<file path="src/rtl/timer_pkg.sv">
// timer_pkg: shared types and constants for the countdown-timer BCD digit path.
//   bcd_t           4-bit BCD digit
//   keypad_state_t  key debouncer FSM states
//   NO_KEY          code reported when zero or several keys are down
//   MAX_DSEC        largest legal tens-of-seconds digit
//   encode_key()    one-hot keypad lines to BCD code, NO_KEY otherwise
package timer_pkg;
  typedef logic [3:0] bcd_t;
  typedef enum logic [1:0] {IDLE, DEB_PRESS, HELD, DEB_RELEASE} keypad_state_t;
  localparam bcd_t NO_KEY = 4'hF;
  localparam bcd_t MAX_DSEC = 4'd5;
  function automatic bcd_t encode_key(input logic [9:0] keys);
    encode_key = NO_KEY;
    if ($onehot(keys))
      for (int i = 0; i < 10; i++)
        if (keys[i]) encode_key = bcd_t'(i);
  endfunction
endpackage

</file>
<file path="src/rtl/key_debouncer.sv">
// key_debouncer: synchronises, encodes and debounces the 10-key keypad.
//   clk, rst_n  system clock, synchronous active-low reset
//   i_keypad    raw asynchronous key lines, bit i = key i
//   o_accept    combinational, high in the cycle whose edge accepts a press
//   o_code      BCD code of the key being debounced/held
module key_debouncer
  import timer_pkg::*;
#(
  parameter int DEBOUNCE_CYCLES = 16
) (
  input  logic       clk,
  input  logic       rst_n,
  input  logic [9:0] i_keypad,
  output logic       o_accept,
  output bcd_t       o_code
);
  localparam int CW = $clog2(DEBOUNCE_CYCLES + 1);
  logic [9:0] r_sync1, r_sync2;
  keypad_state_t r_state, w_next;
  logic [CW-1:0] r_cnt, w_cnt_nx, w_inc;
  bcd_t r_held, w_held_nx, w_code;
  logic w_valid, w_done;
  assign w_code = encode_key(r_sync2);
  assign w_valid = w_code != NO_KEY;
  // Saturating increment: w_done means this sample completes the stable run.
  assign w_inc = (r_cnt == CW'(DEBOUNCE_CYCLES)) ? r_cnt : r_cnt + 1'b1;
  assign w_done = w_inc == CW'(DEBOUNCE_CYCLES);
  always_ff @(posedge clk) begin
    if (!rst_n) begin
      r_sync1 <= '0;
      r_sync2 <= '0;
      r_state <= IDLE;
      r_cnt <= '0;
      r_held <= NO_KEY;
    end else begin
      r_sync1 <= i_keypad;
      r_sync2 <= r_sync1;
      r_state <= w_next;
      r_cnt <= w_cnt_nx;
      r_held <= w_held_nx;
    end
  end
  // r_held is the candidate code while debouncing a press and the
  // accepted code while held; a different key during release never re-arms.
  always_comb begin
    w_next = r_state;
    w_cnt_nx = r_cnt;
    w_held_nx = r_held;
    case (r_state)
      IDLE:
        if (w_valid) begin
          w_next = DEB_PRESS;
          w_cnt_nx = CW'(1);
          w_held_nx = w_code;
        end
      DEB_PRESS:
        if (!w_valid) begin
          w_next = IDLE;
          w_cnt_nx = '0;
        end else if (w_code != r_held) begin
          w_cnt_nx = CW'(1);
          w_held_nx = w_code;
        end else begin
          w_cnt_nx = w_inc;
          if (w_done) w_next = HELD;
        end
      HELD:
        if (w_code != r_held) begin
          w_next = DEB_RELEASE;
          w_cnt_nx = CW'(1);
        end
      DEB_RELEASE:
        if (w_valid) w_next = HELD;
        else if (w_done) begin
          w_next = IDLE;
          w_cnt_nx = '0;
        end else w_cnt_nx = w_inc;
      default: w_next = IDLE;
    endcase
  end
  always_comb begin
    o_accept = r_state == DEB_PRESS && w_code == r_held && w_done;
    o_code = r_held;
  end
endmodule

</file>
<file path="src/rtl/keypad_encoder.sv">
// keypad_encoder: keypad time-entry front end shifting BCD digits into min/dSec/sec.
//   clk, rst_n      system clock, synchronous active-low reset
//   keypad          raw key lines 0-9, active-high, asynchronous
//   entryEn         allow accepted digits to shift into the digit registers
//   clear           (KEYPAD_CLEAR_EN only) synchronous clear of min/dSec/sec
//   min, dSec, sec  BCD digit registers, dSec always 0-5
//   keyCode         code of the last accepted key
//   keyValid        one-cycle pulse per accepted press
//   rejected        one-cycle pulse when an accepted digit cannot shift
// Optional feature macro: KEYPAD_CLEAR_EN.
module keypad_encoder
  import timer_pkg::*;
#(
  parameter int DEBOUNCE_CYCLES = 16
) (
  input  logic       clk,
  input  logic       rst_n,
  input  logic [9:0] keypad,
  input  logic       entryEn,
`ifdef KEYPAD_CLEAR_EN
  input  logic       clear,
`endif
  output bcd_t       min,
  output bcd_t       dSec,
  output bcd_t       sec,
  output bcd_t       keyCode,
  output logic       keyValid,
  output logic       rejected
);
  logic w_accept, w_clear, w_shift, w_reject;
  bcd_t w_code;
`ifdef KEYPAD_CLEAR_EN
  assign w_clear = clear;
`else
  assign w_clear = 1'b0;
`endif
  key_debouncer #(.DEBOUNCE_CYCLES(DEBOUNCE_CYCLES)) u_deb (
    .clk(clk),
    .rst_n(rst_n),
    .i_keypad(keypad),
    .o_accept(w_accept),
    .o_code(w_code)
  );
  // sec moves into dSec, so it may only shift when sec is a legal tens digit.
  assign w_shift = w_accept && entryEn && sec <= MAX_DSEC;
  assign w_reject = w_accept && entryEn && sec > MAX_DSEC && !w_clear;
  always_ff @(posedge clk) begin
    if (!rst_n) begin
      min <= '0;
      dSec <= '0;
      sec <= '0;
      keyCode <= '0;
      keyValid <= 1'b0;
      rejected <= 1'b0;
    end else begin
      keyValid <= w_accept;
      rejected <= w_reject;
      if (w_accept) keyCode <= w_code;
      if (w_clear) begin
        min <= '0;
        dSec <= '0;
        sec <= '0;
      end else if (w_shift) begin
        min <= dSec;
        dSec <= sec;
        sec <= w_code;
      end
    end
  end
endmodule

</file>
<file path="config.mk">
export PLATFORM = sky130hd
export DESIGN_NAME = keypad_encoder
export DESIGN_NICKNAME = d
export VERILOG_FILES = /design/src/rtl/timer_pkg.sv /design/src/rtl/key_debouncer.sv /design/src/rtl/keypad_encoder.sv
export SDC_FILE = /design/constraint.sdc
export NUM_CORES = 1
export LEC_CHECK = 0
export CAP_MARGIN = 0
export CORE_AREA = 3 3 90 92
export CTS_CLUSTER_SIZE = 25
export DETAILED_ROUTE_END_ITERATION = 12
export DIE_AREA = 0 0 93 95
export GPL_ROUTABILITY_DRIVEN = 0
export RECOVER_POWER = 100
export SLEW_MARGIN = 20
export SYNTH_ARGS = -nofsm -noshare
export SYNTH_HDL_FRONTEND = slang
export SYNTH_SLANG_ARGS = --single-unit
</file>
<file path="constraint.sdc">
create_clock -name clk -period 4.2 [get_ports clk]
set_input_delay 0.42 -clock clk [delete_from_list [all_inputs] [get_ports clk]]
set_output_delay 0.42 -clock clk [all_outputs]
set_load 0.1 [all_outputs]
</file>
==> results of run 1 <==
==> state kept, by name, summed over array words and instances, names as in the netlist, named ones only <==
register,flops
dSec,4
keyCode,4
keyValid,1
min,4
rejected,1
sec,4
u_deb.o_code,4
u_deb.r_cnt,5
u_deb.r_state,1
u_deb.r_sync1,10
u_deb.r_sync2,10
==> cells in the mapped netlist (all sizes together) (2+ instances only) <==
cell      n
nor4      6
a21oi    10
nand2    10
fa        6
and3      5
o21a      2
inv      23
nand4     6
o221a     2
o2111ai   2
dfxtp    49
nor3      8
or2       3
ha       11
and2     22
or4       2
o311ai    3
o22ai     3
nor2     25
nand3    11
o21ai    18
buf       3
nor3b     3
a31oi     3
a211oi    3
nor2b     4
o221ai    3
or3       3
clkbuf    6
mux2i    10
==> per-layer routing <==
metal | vias up | GRT usage | wire (um)
li1 | 1102 | - | -
met1 | 1004 | 0.180 | 2840
met2 | 36 | 0.227 | 2750
met3 | 7 | 0.0191 | 156
met4 | 0 | 0.0440 | 74
met5 | - | 0 | 0
==> worst min path at each step <==
stage	from	endpoint	slack, ps
detailed placement	u_deb.r_sync1[2]	u_deb.r_sync2[2]	420
global route	u_deb.r_sync1[0]	u_deb.r_sync2[0]	460
floorplan	u_deb.r_sync1[0]	u_deb.r_sync2[0]	410
global placement	u_deb.r_sync1[6]	u_deb.r_sync2[6]	420
finish	u_deb.r_sync1[2]	u_deb.r_sync2[2]	440
CTS	u_deb.r_sync1[2]	u_deb.r_sync2[2]	440
==> cells by family after synthesis <==
| family | after synthesis |
|---|---|
| AOI/OAI and AO/OA | 58 |
| xor gates and xnor gates | 1 |
| adders and majority gates | 17 |
| buffers and inverters | 32 |
| DFF | 49 |
| muxes | 10 |
| and+or+nand+nor | 113 |
==> stage by stage <==
stage,TNS (ps),util
final,0,0.475
after global routing,-818,0.475
after CTS,0,0.454
after detailed placement,-2380,0.431
after global placement,-93.4,0.431
after floorplan,0,-
==> power breakdown <==
group / total, mW / switching (mW) / internal (mW)
Combinational: 0.481 / 0.259 / 0.222
Sequential: 0.522 / 0.0358 / 0.486
Clock: 0.399 / 0.159 / 0.240
Total: 1.40 / 0.454 / 0.947
==> critical path, stage by stage, from the launching register on <==
cell and delay (ps):
dfxtp_2 340, ha_4 260, inv_2 30, fa_1 560, fa_1 450, fa_2 390, fa_1 490, nor3b_2 180
o21a_2 230, a31o_4 190, o311ai_4 170, o41ai_4 410, buf_4 170, nand4_1 80, o221ai_1 100
==> repair_timing <==
item | in CTS | in global routing
endpoints found under the hold margin | 0 | 0
pin swaps | 8 | 11
hold buffers | 0 | 0
gates resized for setup | 4 | 28
setup buffers | 3 | 3
cloned | 0 | 1
setup endpoints to repair | 26 | 25
==> placed cells by master (no fill, tap or decap), drive strengths merged, types with 2 or more instances in the layout <==
master         instances
dfxtp                 49
nor2                  25
inv                   24
and2                  22
buf                   22
o21ai                 18
clkdlybuf4s50         17
dlygate4sd3           13
nand3                 11
ha                    11
mux2i                 10
nand2                 10
a21oi                 10
nor3                   8
nor4                   6
clkbuf                 6
nand4                  6
fa                     6
and3                   5
nor2b                  4
o221ai                 3
o22ai                  3
nor3b                  3
or2                    3
or3                    3
a211oi                 3
o311ai                 3
a31oi                  3
o2111ai                2
o221a                  2
bufinv                 2
o21a                   2
or4                    2
==> area by class of cell <==
type / instances / share of cell area
inverter: 23 / 0.0249
multi-input combinational: 199 / 0.466
clock inverter: 3 / 0.0199
timing repair buffer: 53 / 0.147
clock buffer: 5 / 0.0199
sequential: 49 / 0.286
tap: 99 / 0.0358
==> flow_metrics.py, run 1 <==
metrics = {
    "power": {
        "total_power_mw": 1.40,
        "powerDensity_nw_per_um2": 405,
        "power.leakage_nw": 1.45,
        "vdd.ir_drop.worst_uv": 188,
    },
    "synth": {
        "yosysSeqAreaShare": 0.382,
        "syn_inst": 280,
        "yosys-top-cells-area": "dfxtp_1 (38%), and2_1 (5.4%), ha_1 (5.4%)",
        "synth_ff_type": "dfxtp_1",
        "yosysTopAreaCell": "dfxtp_1",
        "synth_nets": 310,
        "synthSimpleGateAreaFrac": 0.259,
        "synthMuxAreaShare": 0.0389,
        "async_flop_share": 0,
        "yosysTopAreaCellShare": 0.382,
        "synth-seq-cells": 49,
        "synth.cell_area_um2": 2570,
        "synth-edff-count": 0,
        "synth-xor-area-share": 0.00341,
        "yosys_warnings": 0,
        "synth_area_per_cell_um2": 9.18,
        "ys_types": 58,
        "synth_compound_area_frac": 0.168,
        "synthAdderAreaFrac": 0.100,
        "synth_top_family_by_area": "simple AND/OR/NAND/NOR gates",
    },
    "run_status": {
        "status": "complete, no violations",
    },
    "placed_design": {
        "placed_cell_area_um2": 3140,
        "dp_hpwl_um": 4310,
        "numPortBuffers": 30,
        "dp.cells": 416,
        "dpl_worst_slack_ps": -194,
    },
    "clock_network": {
        "cts_sinks": 49,
        "clock_latency_ps": 300,
        "cts_buffer_depth": 2,
        "cts_root_buf": "clkbuf_8",
        "cts_made_buffers": 5,
        "clk_pin_slew_worst_paths_ps": 90,
        "htree_levels": 2,
        "cts_tree": "built",
    },
    "global_routing": {
        "grt_pass1_vias": 2065,
        "grt_overflow": 0,
        "grt.total_usage": 0.136,
        "grt_pass1_wl_um": 9760,
        "grt_max_degree": 35,
        "antenna_found_initial": 0,
    },
    "worst_setup_path": {
        "r2r-start": "u_deb.r_sync2[4]",
        "required_ps": 4430,
        "cp-end-kind": "flip-flop",
        "critPathLaunchType": "flip-flop",
        "crit_start": "u_deb.r_sync2[4]",
        "r2r_slack_ps": 80,
        "critPathKind": "flip-flop to flip-flop",
        "arrival_ps": 4350,
        "crit_end": "u_deb.r_cnt[3]",
        "worstRegToRegCells": 14,
        "r2r_end": "u_deb.r_cnt[3]",
        "critPathMaxFanout": 6,
    },
    "final_layout": {
        "nFillCells": 728,
        "multi_input_area_um2": 1610,
        "nets": 361,
        "area_growth_syn_to_layout_pct": 34.7,
        "layoutNonFillerInstCount": 431,
        "antenna_cells": 0,
        "drive_above_1_share": 0.229,
        "seq_area_um2": 991,
        "final_cell_area_um2": 3460,
    },
    "route": {
        "vias_per_cell": 4.99,
        "drt-total-wl_um": 5820,
        "first_pass_iters": 4,
        "post-route-drc-count": 0,
        "drtIter0Drc": 85,
        "ant_nets": 0,
        "vias": 2149,
        "wl_per_cell_um": 13.5,
    },
    "floorplanning": {
        "ios": 31,
        "fp-row-count": 31,
        "die_area_um2": 8840,
        "fp.dieH_um": 95,
        "fp.dieW_um": 93,
        "core_area_um2": 7290,
        "start_util": 0.352,
    },
    "timing": {
        "finalCritPeriodShare": 0.982,
        "setup_viol": 0,
        "timing.fmax_mhz": 243,
        "worst-slew-pin-transition_ps": 985,
        "finalHoldViolations": 0,
        "min_period_ps": 4120,
        "hold_ws_ps": 436,
        "rsz0062_at_grt": "true",
        "drv_slew": 0,
        "slew_headroom": 0.341,
        "setup_slack_ps": 76.4,
        "fin_skew_ps": 10.7,
    },
    "worst_hold_path": {
        "hp-class": "flip-flop to flip-flop",
        "whs_path_depth": 1,
    },
    "job": {
        "maxCapViolations": 0,
    },
}
Note: power is estimated with default switching activity, not from simulation.
==> inputs of run 2 (changes only) <==
SKIP_LAST_GASP = 1   (was default)
==> flow_metrics.py, run 2 (synthesized netlist as in run 1, its figures left out) <==
metrics = {
    "clock_network": {
        "clk_pin_slew_worst_paths_ps": 100,
        "cts_buffer_depth": 2,
        "htree_levels": 2,
        "cts_tree": "built",
        "clock_latency_ps": 300,
        "cts_made_buffers": 5,
        "cts_root_buf": "clkbuf_8",
        "hold_buffers": 0,
        "cts_sinks": 49,
    },
    "global_routing": {
        "grt_max_degree": 35,
        "antenna_found_initial": 0,
        "grt.total_usage": 0.136,
        "grt_overflow": 0,
        "grt_pass1_wl_um": 9760,
        "grt_pass1_vias": 2065,
    },
    "route": {
        "first_pass_iters": 4,
        "ant_nets": 0,
        "drtIter0Drc": 90,
        "wl_per_cell_um": 13.5,
        "drt-total-wl_um": 5820,
        "vias": 2153,
        "vias_per_cell": 5.00,
        "post-route-drc-count": 0,
    },
    "worst_hold_path": {
        "hold_start": "u_deb.r_sync1[2]",
        "whs_path_depth": 1,
        "hold_path_end": "u_deb.r_sync2[2]",
        "hp-class": "flip-flop to flip-flop",
    },
    "timing": {
        "worst-slew-pin-transition_ps": 985,
        "finalCritPeriodShare": 0.983,
        "hold_ws_ps": 436,
        "rsz0062_at_grt": "true",
        "finalHoldViolations": 0,
        "timing.fmax_mhz": 242,
        "fin_skew_ps": 11.7,
        "min_period_ps": 4130,
        "drv_slew": 0,
        "slew_headroom": 0.341,
        "setup_viol": 0,
    },
    "power": {
        "power_frac_comb": 0.341,
        "switchingPower_uw": 456,
        "pwr-share-clk": 0.286,
        "pwr-share-seq": 0.373,
        "p_sw_frac": 0.326,
        "powerDensity_nw_per_um2": 405,
        "p_int_uw": 944,
        "power.leakage_nw": 1.47,
        "vdd.ir_drop.worst_uv": 188,
    },
    "final_layout": {
        "area_growth_syn_to_layout_pct": 34.6,
        "layout_common_cells": "dfxtp_1 (43), nor2_1 (24), buf_4 (20)",
        "final_cell_area_um2": 3460,
        "nFillCells": 728,
        "layout_commonest_cell": "dfxtp_1",
        "reg_top3": "u_deb.r_sync1: 10 flops, u_deb.r_sync2: 10 flops, u_deb.r_cnt: 5 flops",
        "nets": 361,
        "drive_above_1_share": 0.229,
        "antenna_cells": 0,
    },
    "worst_setup_path": {
        "critPathMaxFanout": 6,
        "crit_top_cell": "fa_1",
        "cpMaxStageDelayCell": "fa_1",
        "critPathLaunchType": "flip-flop",
        "critPathKind": "flip-flop to flip-flop",
        "cp-end-kind": "flip-flop",
        "arrival_ps": 4320,
        "worstPathCellList": "ha_4 > inv_2 > fa_1 > fa_1 > fa_2 > fa_1 > nor3b_2 > o21a_2 > buf_4 > a31oi_4 > or2_4 > nand4_4 > clkbuf_16 > mux2i_1 > nor2_1",
        "slowest_delay_ps": 560,
        "r2r_end": "sec[1]",
        "required_ps": 4390,
        "r2r-start": "u_deb.r_sync2[4]",
        "r2r_slack_ps": 70,
        "worstRegToRegCells": 15,
    },
    "placed_design": {
        "dp_hpwl_um": 4310,
        "numPortBuffers": 30,
        "placed_cell_area_um2": 3140,
    },
    "floorplanning": {
        "fp.dieH_um": 95,
        "start_util": 0.352,
        "fp.dieW_um": 93,
        "fp-row-count": 31,
        "ios": 31,
        "core_area_um2": 7290,
        "die_area_um2": 8840,
    },
    "run_status": {
        "status": "complete, no violations",
    },
    "job": {
        "maxCapViolations": 0,
    },
}
==> run 2: cell count changes in the layout (fill, tap and decap cells not counted) <==
cell / delta
clkdlybuf4s50_1: -6
dlygate4sd3_1: +6
and2_0: +5
and2_1: -5
buf_4: +1
buf_6: -1
o21ai_0: +1
o21ai_1: -1
==> run 2: worst max-delay path: cells and delay by family (launching register included) <==
family                   cells  cell delay, ps
flip-flops                   1             340
AO/OA/AOI/OAI                2             340
AND/OR/NAND/NOR              4             690
adder cells (fa/ha/maj)      5            2150
multiplexers                 1             180
buffers and inverters        3             330
==> run 2: worst max-delay path by stage <==
stage	from	slack, ps	end	depth (start not counted)
global route	u_deb.r_sync2[5]	-80	u_deb.r_cnt[3]	15
detailed placement	u_deb.r_sync2[1]	-190	u_deb.r_cnt[3]	14
global placement	u_deb.r_sync2[1]	-30	u_deb.r_cnt[3]	14
CTS	u_deb.r_sync2[4]	10	u_deb.r_cnt[3]	13
finish	u_deb.r_sync2[4]	70	sec[1]	15
floorplan	u_deb.r_sync2[0]	50	u_deb.r_cnt[3]	15
==> run 2: power by group through the flow <==
stage / Combinational, mW / Sequential (mW) / Clock [mW]
floorplan: 0.314 / 0.512 / 0
global placement: 0.416 / 0.530 / 0
detailed placement: 0.424 / 0.530 / 0
CTS: 0.436 / 0.520 / 0.412
global route: 0.524 / 0.525 / 0.430
finish: 0.478 / 0.522 / 0.401
==> run 2: cell type report <==
cell class | instances | area [um2] | area share
well taps | 99 | 124 | 0.0358
inverters | 23 | 86.3 | 0.0250
multi-input cells | 199 | 1610 | 0.466
clock inverters | 3 | 68.8 | 0.0199
repair buffers | 53 | 507 | 0.147
flip-flops and latches | 49 | 991 | 0.287
clock buffers | 5 | 68.8 | 0.0199
==> run 2: repair_timing <==
item,in CTS,in global routing
pin swaps,8,10
buffers inserted,3,3
gates resized for setup,4,26
cloned,0,1
setup endpoints to repair,26,25
==> run 2: through the flow <==
stage / utilization / setup TNS [ps] / power, mW / setup slack, ps / cells
floorplan: - / 0 / 0.826 / 47.0 / 280
global placement: 0.431 / -93.4 / 0.946 / -33.9 / 416
detailed placement: 0.431 / -2380 / 0.954 / -194 / 416
CTS: 0.454 / 0 / 1.37 / 14.0 / 427
global route: 0.474 / -909 / 1.48 / -78.7 / 431
finish: 0.474 / 0 / 1.40 / 69.7 / 431
==> run 2: routing by layer <==
| metal | vias to the layer above | part of all wire | track usage |
|---|---|---|---|
| li1 | 1102 | - | - |
| met4 | 0 | 0.013 | 0.0440 |
| met1 | 1014 | 0.49 | 0.180 |
| met3 | 7 | 0.026 | 0.0191 |
| met2 | 30 | 0.48 | 0.227 |
| met5 | - | 0 | 0 |
